## src/rtl/tt_lut_pkg.sv

```systemverilog
// Shared types and constants for the truth-table LUT evaluator.
package tt_lut_pkg;

    typedef enum logic [1:0] {
        ST_IDLE  = 2'd0,
        ST_LOAD  = 2'd1,
        ST_SWEEP = 2'd2,
        ST_DONE  = 2'd3
    } state_e;

    localparam logic [15:0] DEFAULT_TT = 16'hD4E4;

    // Number of config beats needed to fill one truth table.
    function automatic int beats(input int tt_w, input int cfg_w);
        return tt_w / cfg_w;
    endfunction

endpackage

```

## src/rtl/tt_cfg_shift.sv

```systemverilog
// Shadow truth-table assembly: one config beat per accepted handshake,
// least significant chunk first, with a commit strobe on the final beat.
module tt_cfg_shift
    import tt_lut_pkg::*;
#(
    parameter int              TT_W     = 16,
    parameter int              CFG_W    = 4,
    parameter logic [TT_W-1:0] RESET_TT = DEFAULT_TT
) (
    input  logic             clk,
    input  logic             rst_n,
    input  logic             beat_acc,
    input  logic [CFG_W-1:0] cfg_data,
    output logic [TT_W-1:0]  shadow_next,
    output logic             commit
);

    localparam int N_BEATS = beats(TT_W, CFG_W);
    localparam int CNT_W   = (N_BEATS > 1) ? $clog2(N_BEATS) : 1;
    localparam logic [CNT_W-1:0] LAST_CHUNK = CNT_W'(N_BEATS - 1);

    logic [CNT_W-1:0]   chunk_q, chunk_d;
    logic [TT_W-1:0]    shadow_q, shadow_d;
    logic [N_BEATS-1:0] chunk_we;

    genvar gi;
    generate
        for (gi = 0; gi < N_BEATS; gi++) begin : g_chunk_we
            assign chunk_we[gi] = beat_acc && (chunk_q == CNT_W'(gi));
        end
    endgenerate

    always_comb begin
        shadow_d = shadow_q;
        chunk_d  = chunk_q;
        commit   = beat_acc && (chunk_q == LAST_CHUNK);
        for (int i = 0; i < N_BEATS; i++) begin
            if (chunk_we[i]) begin
                shadow_d[i*CFG_W +: CFG_W] = cfg_data;
            end
        end
        if (beat_acc) begin
            chunk_d = commit ? '0 : chunk_q + CNT_W'(1);
        end
    end

    // The top commits this value, so the final chunk lands in the same edge.
    assign shadow_next = shadow_d;

    always_ff @(posedge clk or negedge rst_n) begin
        if (!rst_n) begin
            shadow_q <= RESET_TT;
            chunk_q  <= '0;
        end else begin
            shadow_q <= shadow_d;
            chunk_q  <= chunk_d;
        end
    end

endmodule

```

## src/rtl/tt_lut_eval.sv

```systemverilog
// Reconfigurable N-input LUT with registered output, beat-wise table loading
// and a self-check sweep against a golden truth table.
module tt_lut_eval
    import tt_lut_pkg::*;
#(
    parameter int                     N_IN     = 4,
    parameter int                     CFG_W    = 4,
    parameter logic [(2**N_IN)-1:0]   RESET_TT = DEFAULT_TT
) (
    input  logic                   clk,
    input  logic                   rst_n,
    input  logic [N_IN-1:0]        in_vec,
    output logic                   out,
    input  logic                   cfg_valid,
    output logic                   cfg_ready,
    input  logic [CFG_W-1:0]       cfg_data,
    input  logic                   sweep_start,
    input  logic [(2**N_IN)-1:0]   golden_tt,
    output logic                   sweep_busy,
    output logic                   sweep_done,
    output logic [N_IN:0]          mism_cnt,
    output logic [N_IN-1:0]        first_mism
);

    localparam int TT_W  = 2**N_IN;
    localparam int CNT_W = N_IN + 1;
    localparam logic [N_IN-1:0] LAST_IDX = {N_IN{1'b1}};

    state_e            state_q, state_d;
    logic [TT_W-1:0]   active_tt_q, active_tt_d;
    logic              out_q, out_d;
    logic              cfg_ready_q, cfg_ready_d;
    logic [N_IN-1:0]   idx_q, idx_d;
    logic [CNT_W-1:0]  mism_cnt_q, mism_cnt_d;
    logic [N_IN-1:0]   first_mism_q, first_mism_d;
    logic              beat_acc;
    logic              commit;
    logic              entry_mism;
    logic [TT_W-1:0]   shadow_next;

    // cfg_ready is only ever high in IDLE or LOAD, so this is the full handshake.
    assign beat_acc = cfg_valid && cfg_ready_q;

    tt_cfg_shift #(
        .TT_W     (TT_W),
        .CFG_W    (CFG_W),
        .RESET_TT (RESET_TT)
    ) u_cfg_shift (
        .clk         (clk),
        .rst_n       (rst_n),
        .beat_acc    (beat_acc),
        .cfg_data    (cfg_data),
        .shadow_next (shadow_next),
        .commit      (commit)
    );

    always_comb begin
        state_d      = state_q;
        active_tt_d  = active_tt_q;
        idx_d        = idx_q;
        mism_cnt_d   = mism_cnt_q;
        first_mism_d = first_mism_q;
        out_d        = active_tt_q[in_vec];
        entry_mism   = active_tt_q[idx_q] ^ golden_tt[idx_q];

        if (commit) begin
            active_tt_d = shadow_next;
        end

        case (state_q)
            ST_IDLE: begin
                // An accepted beat takes priority over a coincident sweep request.
                if (beat_acc) begin
                    if (!commit) begin
                        state_d = ST_LOAD;
                    end
                end else if (sweep_start) begin
                    state_d      = ST_SWEEP;
                    idx_d        = '0;
                    mism_cnt_d   = '0;
                    first_mism_d = '0;
                end
            end
            ST_LOAD: begin
                if (commit) begin
                    state_d = ST_IDLE;
                end
            end
            ST_SWEEP: begin
                if (entry_mism) begin
                    mism_cnt_d = mism_cnt_q + CNT_W'(1);
                    if (mism_cnt_q == '0) begin
                        first_mism_d = idx_q;
                    end
                end
                // idx parks on the last entry instead of wrapping.
                if (idx_q == LAST_IDX) begin
                    state_d = ST_DONE;
                end else begin
                    idx_d = idx_q + N_IN'(1);
                end
            end
            ST_DONE: begin
                state_d = ST_IDLE;
            end
            default: begin
                state_d = ST_IDLE;
            end
        endcase

        cfg_ready_d = (state_d == ST_IDLE) || (state_d == ST_LOAD);
    end

    always_ff @(posedge clk or negedge rst_n) begin
        if (!rst_n) begin
            state_q      <= ST_IDLE;
            active_tt_q  <= RESET_TT;
            out_q        <= 1'b0;
            cfg_ready_q  <= 1'b0;
            idx_q        <= '0;
            mism_cnt_q   <= '0;
            first_mism_q <= '0;
        end else begin
            state_q      <= state_d;
            active_tt_q  <= active_tt_d;
            out_q        <= out_d;
            cfg_ready_q  <= cfg_ready_d;
            idx_q        <= idx_d;
            mism_cnt_q   <= mism_cnt_d;
            first_mism_q <= first_mism_d;
        end
    end

    assign out        = out_q;
    assign cfg_ready  = cfg_ready_q;
    assign sweep_busy = (state_q == ST_SWEEP);
    assign sweep_done = (state_q == ST_DONE);
    assign mism_cnt   = mism_cnt_q;
    assign first_mism = first_mism_q;

endmodule

```

## config.mk

```make
export PLATFORM = sky130hd
export DESIGN_NAME = tt_lut_eval
export DESIGN_NICKNAME = d
export VERILOG_FILES = /design/src/rtl/tt_lut_pkg.sv /design/src/rtl/tt_cfg_shift.sv /design/src/rtl/tt_lut_eval.sv
export SDC_FILE = /design/constraint.sdc
export NUM_CORES = 1
export LEC_CHECK = 0
export ABC_AREA = 0
export CAP_MARGIN = 40
export CORE_ASPECT_RATIO = 0.6
export CORE_MARGIN = 1
export CORE_UTILIZATION = 53
export CTS_CLUSTER_DIAMETER = 40
export CTS_CLUSTER_SIZE = 25
export DETAILED_ROUTE_END_ITERATION = 8
export PLACE_DENSITY = 0.85
export SLEW_MARGIN = 30
export SYNTH_ARGS = -nofsm -noshare
export SYNTH_HDL_FRONTEND = slang
export SYNTH_SLANG_ARGS = --single-unit
```

## constraint.sdc

```tcl
create_clock -name clk -period 2.5 [get_ports clk]
set_clock_uncertainty 0.1 [all_clocks]
set_input_delay 0.25 -clock clk [delete_from_list [all_inputs] [get_ports clk]]
set_output_delay 0.25 -clock clk [all_outputs]
set_load 0.01 [all_outputs]
```

## Word level (Yosys, flattened, before mapping)

Cells that the tools add are included.

- $add $sub $neg: 3
- $lt $le $gt $ge: 2
- Equality and inequality tests: 13
- Muxes and demuxes: 28
- Bitwise operators: 1
- Reductions and logical operators: 14

Operator list:

| kind | count |
|---|---|
| $mux 4 | 9 |
| $pmux 4 s2 | 2 |
| $mux 5 | 3 |
| $bmux 1 s4 | 3 |
| $mux 2 | 6 |
| $lt 4x5->1 const B | 2 |
| $pmux 5 s2 | 1 |
| $eq 2x2->1 const B | 4 |
| $pmux 2 s4 | 1 |
| $reduce_and 4->1 | 2 |
| $eq 2x1->1 const B | 3 |
| $logic_not 2->1 | 3 |
| $ne 2x2->1 const B | 3 |
| $add 5x1->5 const B | 1 |
| $logic_and 1x1->1 | 5 |
| $logic_not 5->1 | 1 |
| $reduce_and 5->1 | 1 |
| $add 4x1->4 const B | 1 |
| $eq 4x4->1 const B | 1 |
| $ne 2x1->1 const B | 2 |
| $mux 1 | 3 |
| $add 2x1->2 const B | 1 |
| $reduce_bool 2->1 | 1 |
| $logic_or 1x1->1 | 1 |
| $xor 1x1->1 | 1 |

- Register bits: 51
- Bits of input ports: 28
- Output and inout bits: 13

## Logic depth before layout (Yosys ltp)

Gate-level depths: netlist (run 1).

- Depth after elaboration: 7
- Mapped depth: 9

## Hierarchy

From an unflattened synthesis (run 1), not the netlist that was laid out.

- Cell total of the unflattened synthesis: 203
- Area, all modules: 2641.3 um^2

Modules (own cells, without submodules):

| module | times used | cells each | area each (um^2) | sequential area each (um^2) |
|---|---|---|---|---|
| tt_lut_eval | 1 | 154 | 1901.8 | 835.8 |
| tt_cfg_shift | 1 | 49 | 739.5 | 460.4 |

## Least setup slack after synthesis (run 1)

Ideal clock, no wire load.

- Path kind: reg-to-reg
- Start: register idx_q[0]
- End: register mism_cnt_q[0], in the netlist mism_cnt[0]
- Data arrival time: 1.971 ns
- Required time: 2.275 ns
- Path slack: 0.304 ns
- Cell stages (with the launch flop): 9
- Cells stage by stage: dfrtp_1 buf_6 mux4_2 a22oi_2 nand3_1 xor2_1 buf_6 o21ai_2 mux2_2

- Longest elaborated chain between the ends: 5

RTL lines:

| what | RTL line | text |
|---|---|---|
| from (decl) | tt_lut_eval.sv:33 | `logic [N_IN-1:0] idx_q, idx_d;` |
| from (signal assigned) | tt_lut_eval.sv:128 | `idx_q <= idx_d;` |
| $bmux 1 s4 | tt_lut_eval.sv:64 | `entry_mism = active_tt_q[idx_q] ^ golden_tt[idx_q];` |
| $mux 1 (implied by the code) | tt_lut_eval.sv:64 |  |
| $xor 1x1->1 * | tt_lut_eval.sv:64 |  |
| $ne 2x1->1 (no source line) * | - |  |
| $reduce_and 4->1 (no source line) * | - |  |
| to (signal assigned) | tt_lut_eval.sv:129 | `mism_cnt_q <= mism_cnt_d;` |
| to (decl) | tt_lut_eval.sv:34 | `logic [CNT_W-1:0] mism_cnt_q, mism_cnt_d;` |

Every way passes the cells marked *; elsewhere a longest branch is shown, timed or not. The select of a mux whose other input is x is not followed.
A chain may end at the register's enable or synchronous reset.

## Worst setup path after layout (run 1)

Same ends and word-level chain as after synthesis.

==> summary.txt, run 1 <==
Outcome
  – Outcome: finished, final reports clean

Timing
  – Fin. max-slew vios: 0
  – Slew headroom: 61.3%
  – Total Neg Setup Slack: 0 ns
  – Worst slew pin tran: 0.580 ns
  – Crit path time final: between 2 and 2.5 ns
  – Tcrit/Tclk final: 93.5%
  – Max Clock Freq: about 430 MHz
  – Final hold vios: 0
  – RSZ-0062 raised after global routing: false
  – # setup viols final: 0

Routing
  – Detailed Route Iter0 Violations: 58
  – Total number of vias: 1859
  – Post-route DRC: 0
  – DR vias/cell: ~5.6
  – WL per Instance: 15.8 µm
  – DR pass1 iterations: 4
  – Final ANT Viol Nets: 0
  – Wirelength, routed: 5260 µm

Synthesis
  – Ys async rst share: 100%
  – Mapped Cells: between 200 and 250
  – Average size of a mapped cell: 10.9 µm²
  – Post-synth top area cell: dfrtp_1
  – Sequential fraction of the synthesis area: 48.6%
  – Yosys warnings: 0
  – Mapped Nets: 260
  – Count of state elements after synthesis: 47
  – Number of synthesized flops with an enable pin: 0
  – Main flop type after synthesis: dfrtp_1
  – Synth Cell Area: 2450 µm²
  – Yosys top cell area share: a little over a third
  – Count leader, synth: nand2_1
  – Synth top cells by count: 68 x nand2_1, 34 x dfrtp_1, 14 x mux2_2
  – Largest cells by area after synthesis: dfrtp_1 35%, dfstp_2 14%, nand2_1 10%, mux4_2 8.3%, mux2_2 6.4%
  – Cell variety after synth: 35

Finish
  – FILL cells: about 310
  – Register area: 1190 µm²
  – Final net count: 306
  – Ant diodes: 0
  – Area growth, synth to finish: 23.6%
  – Layout cell share with drive strength beyond 1: between 20% and 30%
  – Final core area utilization: 70.8%
  – Multi-input gate area: 1170 µm²

Pwr
  – P_leak: 0.00135 µW
  – VDD IR-drop max: 0.580 mV
  – Power Dens Cells: 1110 nW/µm²

Worst setup path
  – Setup crit end kind: register
  – Critical path launch point: idx_q[0]
  – Worst setup path class: reg2reg
  – Slowest-stage cell, CP: mux4_1
  – Worst Path Buf+Inv: 1
  – R2R Path Start: idx_q[0]
  – Max incr delay on CP: 0.58 ns
  – WP data arrival: 2.42 ns
  – CP delay by family, top: multiplexers
  – Worst Setup Start Kind: register
  – Worst path cell trace: mux4_1 -> a22oi_1 -> nand3_1 -> xor2_1 -> buf_4 -> and2_1 -> mux2_2
  – Required @ worst endpoint: 2.59 ns
  – Critical-path maximum fanout: 9

CTS
  – Clk_lat worst skew: 0.30 ns
  – CTS tree: done
  – Clock buffer depth: 2
  – Clock root cell: clkbuf_8
  – Clock slew at reported path FFs: 0.09 ns
  – Total CTS buffers: 5
  – H-tree depth: 2
  – Clk sinks: 47

GRT
  – Gr ovfl total: 0
  – First-pass GRT wire length: between 8000 and 9000 µm
  – Total track usage: 23.8%
  – Vias in the first global route: 1773
  – Largest net degree at the start of global routing: 26
  – Initial antenna violation count: 0

Placement
  – Placer Congestion: 0.790
  – Quantity of I/O buffers inserted on ports: 40
  – Final HPWL DP: 3890 µm

Floorplan
  – Starting density of the core: 57.3%
  – Row count: 18
  – Total core area: approximately 4300 µm²
  – Die width: around 90 µm
  – Die ar.: 4910 µm²
  – IO Pins: 41
  – Die height: 54.7 µm

Run
  – Number of max-cap violations: 0

Hold path
  – Hold Path Class: in2async
[layout by cell type, fill, tap and decap left out, drive strengths merged, types with 3 or more instances in the layout]
master / instances
nor2: 5
dfrtp: 34
buf: 11
clkinv: 3
dfstp: 13
and2: 5
a22oi: 3
clkbuf: 5
ha: 7
inv: 7
mux4: 13
clkdlybuf4s50: 39
nand4: 6
nand3: 9
o21ai: 9
nand2: 68
mux2: 14
[where the power goes]
| part | internal [µW] | total (µW) | switching [µW] |
|---|---|---|---|
| Sequential | 1150 | 1430 | 274 |
| Clock | 192 | 449 | 257 |
| Combinational | 806 | 1500 | 693 |
[stage by stage]
| step | cells | power [µW] | hold slack [ns] | cell area [µm²] | worst slack [ns] |
|---|---|---|---|---|---|
| final | 332 | 3370 | 0.368 | 3030 | 0.164 |
| after CTS | 330 | 3300 | 0.373 | 3020 | 0.113 |
| after global routing | 332 | 3630 | 0.382 | 3030 | 0.0188 |
| after detailed placement | 321 | 2840 | 0.168 | 2920 | 0.0144 |
| after floorplan | 225 | 2370 | -0.146 | 2450 | 0.304 |
| after global placement | 321 | 2780 | 0.160 | 2920 | 0.105 |
[worst reg2reg max path, cell delays in order, from the launching register on]
cell and delay (ns):
dfrtp_2 0.50, mux4_1 0.58, a22oi_1 0.17, nand3_1 0.11, xor2_1 0.17, buf_4 0.17, and2_1 0.17, mux2_2 0.26
[sequential cells by signal, indices dropped and copies added (netlist names)]
signal and flops:
state_q 2, u_cfg_shift.shadow_q 12, cfg_ready 1, mism_cnt 5, first_mism 4, idx_q 4, active_tt_q 16, u_cfg_shift.chunk_q 2
out 1
[cells by family after synthesis]
logic type / after synthesis / share of synthesized area, %
xor+xnor: 2 / 0.714
flops: 47 / 48.6
compound gates: 18 / 5.00
buf+inv: 19 / 3.62
fa+ha+maj: 7 / 3.57
mux: 29 / 19.8
simple gates: 103 / 18.7
[routing by layer]
metal	share of wire [%]	GRT usage, %	vias to the layer above
met5	0	0	-
met4	0.72	6.01	0
met3	5.5	5.69	6
met2	42	35.6	64
met1	51	35.2	916
li1	-	-	873
[repair_timing]
item                                    CTS  global route
setup buffers                             0             2
gates cloned                              0             0
hold buffers                              1             0
endpoints found under the setup margin    1             2
gates resized for setup                   1             1
pin swaps                                 0             0
endpoints found under the hold margin    13             0
[path summary, 6_finish.rpt]
path	endpoint	slack [ns]	depth (start not counted)
setup / recovery	mism_cnt[0]	0.16	7
hold / removal	active_tt_q[4]	0.37	2
setup reg to reg	mism_cnt[0]	0.16	7
hold reg to reg	active_tt_q[5]	0.37	2
max in group asynchronous	active_tt_q[14]	1.24	3
min in group clk	active_tt_q[5]	0.37	2
[area by class of cell]
cell class                      count  share of cell area [%]
Multi-Input combinational cell    159                    38.7
Timing Repair Buffer               51                    15.8
Clock inverter                      3                   0.495
Inverter                            7                   0.867
Tap cell                           60                    2.48
Sequential cell                    47                    39.4
Clock buffer                        5                    2.27
No activity file was read; power rests on OpenSTA's default activity.
==> run 2: changes to the inputs <==
--- a/config.mk
+++ b/config.mk
@@ -13,6 +13,7 @@
 export CTS_CLUSTER_DIAMETER = 40
 export CTS_CLUSTER_SIZE = 25
 export DETAILED_ROUTE_END_ITERATION = 8
+export GPL_ROUTABILITY_DRIVEN = 0
 export PLACE_DENSITY = 0.85
 export SLEW_MARGIN = 30
 export SYNTH_ARGS = -nofsm -noshare
==> results of run 2 <==
No change in the layout: final DEF, timing and power equal those of run 1.
==> run 3: changes to the inputs <==
--- a/config.mk
+++ b/config.mk
@@ -9,12 +9,13 @@
 export CAP_MARGIN = 40
 export CORE_ASPECT_RATIO = 0.6
 export CORE_MARGIN = 1
-export CORE_UTILIZATION = 53
+export CORE_UTILIZATION = 62
 export CTS_CLUSTER_DIAMETER = 40
 export CTS_CLUSTER_SIZE = 25
 export DETAILED_ROUTE_END_ITERATION = 8
+export DONT_BUFFER_PORTS = 1
 export GPL_ROUTABILITY_DRIVEN = 0
-export PLACE_DENSITY = 0.85
+export PLACE_DENSITY = 0.83
 export SLEW_MARGIN = 30
 export SYNTH_ARGS = -nofsm -noshare
 export SYNTH_HDL_FRONTEND = slang
==> run 3 against run 2 <==
Clock power up 6.0%; clock-buffer cell count up 2; utilization up 0.88 points; sequential power about the same; register-to-register slack worse by 0.06 ns; wire length rose by 1.6%; power fell by 6.0%; sequential cell count unchanged; hold slack worse by 0.36 ns; setup slack got worse by 0.059 ns; first-iteration DRC count grew to 3.5 times the previous value; non-clock buffer count decreased by 39; largest cell class unchanged; highest routed layer unchanged.
==> summary.txt, run 3 (synthesis results as in run 1) <==
Outcome
  – Outcome: finished, final reports clean (unchanged)

Hold path
  – Hold Path Class: in2reg (was in2async)

CTS
  – CTS tree: done (unchanged)
  – Number of setup buffers added after CTS: 0 (unchanged)
  – Clk_lat worst skew: 0.31 ns (was 0.30 ns)
  – Total CTS buffers: 5 (unchanged)
  – Clock buffer depth: 2 (unchanged)
  – H-tree depth: 2 (unchanged)
  – Clock slew at reported path FFs: 0.09 ns (about the same)
  – Clk sinks: 47 (unchanged)
  – Clock root cell: clkbuf_8 (unchanged)

Worst setup path
  – Critical-path maximum fanout: 12 (was 9)
  – Setup crit end kind: register (unchanged)
  – Required @ worst endpoint: 2.59 ns (about the same)
  – R2R Setup Slk: 0.10 ns (was 0.16 ns)
  – Worst Setup Start Kind: register (unchanged)
  – WP data arrival: 2.48 ns (was 2.42 ns)
  – Worst setup path class: reg2reg (unchanged)

Pwr
  – VDD IR-drop max: 0.668 mV (was 0.580 mV)
  – Seq pwr share: 45.4% (was 42.3%)
  – Comb pwr share: 39.6% (was 44.4%)
  – P_leak: 0.00121 µW (was 0.00135 µW)
  – P_int: 1980 µW (was 2150 µW)
  – Total power: 3170 µW (was 3370 µW)
  – Clk pwr share: 15.0% (was 13.3%)
  – Sw frac: 37.6% (was 36.3%)
  – Power Dens Cells: 1190 nW/µm² (was 1110 nW/µm²)
  – Net Switching: 1190 µW (was 1220 µW)

GRT
  – Vias in the first global route: 1608 (was 1773)
  – Initial antenna violation count: 3 (was 0)
  – Gr ovfl total: 0 (unchanged)
  – Largest net degree at the start of global routing: 48 (was 26)
  – Total track usage: 28.5% (was 23.8%)
  – First-pass GRT wire length: 8770 µm (was 8660 µm)

Finish
  – Largest Register: active_tt_q (unchanged)
  – FILL cells: 251 (was 314)
  – Most common cell after layout, fill and taps aside: nand2_1 (unchanged)
  – Multi-input gate area: 1170 µm² (about the same)
  – Area growth, synth to finish: 8.88% (was 23.6%)
  – Design area: 2670 µm² (was 3030 µm²)
  – Register area: 1190 µm² (about the same)
  – Layout cell share with drive strength beyond 1: 22.7% (was 22.1%)
  – Commonest non-fill, non-tap cells in the layout: 68 x nand2_1, 34 x dfrtp_1, 14 x mux2_2 (was 68 x nand2_1, 39 x clkdlybuf4s50_1, 33 x dfrtp_1)
  – Max reg flops: 16 (unchanged)
  – Final net count: 267 (was 306)

Routing
  – Wirelength, routed: 5340 µm (was 5260 µm)
  – DR vias/cell: 6.12 (was 5.60)
  – WL per Instance: 18.9 µm (was 15.8 µm)
  – Post-route DRC: 0 (unchanged)
  – Detailed Route Iter0 Violations: 201 (was 58)
  – DR pass1 iterations: 4 (unchanged)
  – Total number of vias: 1733 (was 1859)
  – Final ANT Viol Nets: 0 (unchanged)

Timing
  – Fin. max-slew vios: 0 (unchanged)
  – Tcrit/Tclk final: 95.8% (was 93.5%)
  – # setup viols final: 0 (unchanged)
  – Final hold vios: 0 (unchanged)
  – Total Neg Setup Slack: 0 ns (unchanged)
  – Worst slew pin tran: 0.606 ns (was 0.580 ns)
  – Crit path time final: 2.40 ns (was 2.34 ns)
  – RSZ-0062 raised after global routing: false (unchanged)
  – Max Clock Freq: 417 MHz (was 428 MHz)
  – Slew headroom: 59.6% (was 61.3%)

Placement
  – Final HPWL DP: 3950 µm (was 3890 µm)
  – Area after DPL: 2490 µm² (was 2920 µm²)
  – Quantity of I/O buffers inserted on ports: 0 (was 40)

Floorplan
  – Die height: 50.7 µm (was 54.7 µm)
  – Die width: 83.2 µm (was 89.8 µm)
  – Row count: 17 (was 18)
  – IO Pins: 41 (unchanged)
  – Starting density of the core: 65.9% (was 57.3%)
  – Die ar.: 4220 µm² (was 4910 µm²)
  – Total core area: 3720 µm² (was 4280 µm²)

Run
  – Number of max-cap violations: 0 (unchanged)
[run 3: cell count changes in the layout (fill, tap and decap cells not counted), moves of 2 or more]
cell / change
dlygate4sd3_1: +4
clkinv_2: -2
diode_2: +3
buf_4: -4
clkdlybuf4s50_1: -39
[run 3: worst paths after layout]
check | from | endpoint | cells after the start
setup / recovery | idx_q[0] | mism_cnt[0] | 8
hold / removal | cfg_data[1] | u_cfg_shift.shadow_q[9] | 1
setup reg to reg | idx_q[0] | mism_cnt[0] | 8
hold reg to reg | active_tt_q[7] | active_tt_q[7] | 2
max in group asynchronous | rst_n | active_tt_q[14] | 2
min in group asynchronous | rst_n | u_cfg_shift.chunk_q[1] | 2
[run 3: through the flow]
stage / hold slack (ns) / cells / setup slack (ns) / util, %
finish: 0.00553 / 283 / 0.105 / 71.7
global route: 0.00370 / 282 / 0.0152 / 71.7
CTS: 0.00143 / 280 / 0.125 / 71.5
detailed placement: -0.145 / 266 / 0.126 / 67.0
global placement: -0.145 / 266 / 0.232 / 67.0
floorplan: -0.146 / 225 / 0.304 / -
[run 3: routing by layer]
layer	up-vias	global-route usage, %	wire length, µm	part of all wire (%)
met2	73	38.3	2170	41
met1	864	43.4	2660	50
li1	790	-	-	-
met3	6	9.05	451	8.4
met5	-	0	0	0
met4	0	9.48	59	1.1
[run 3: what timing repair did]
| action | CTS | global route |
|---|---|---|
| hold endpoints to repair | 51 | 0 |
| endpoints found under the setup margin | 0 | 0 |
| hold buffers | 6 | 0 |
| gates resized for setup | 0 | 0 |
[run 3: cell type report]
type	count	area share [%]
flip-flops and latches	47	44.7
multi-input cells	159	43.9
repair buffers	12	4.59
clock buffers	7	3.23
well taps	47	2.20
inverters	7	0.984
diodes	3	0.281
clock inverters	1	0.187
[run 3: critical path: stages (launching register included)]
cell	delay, ns
dfrtp_1	0.35
buf_4	0.15
mux4_1	0.58
a22oi_1	0.20
nand3_1	0.12
xor2_1	0.17
buf_4	0.18
and2_1	0.17
mux2_2	0.27
[run 3: power by group through the flow]
stage | Clock [µW] | Sequential (µW) | Combinational [µW]
4_1_cts | 479 | 1440 | 1250
5_1_grt | 507 | 1490 | 1400
3_3_place_gp | 0 | 1440 | 1160
6_report | 476 | 1440 | 1260
2_1_floorplan | 0 | 1330 | 1030
3_5_place_dp | 0 | 1450 | 1220
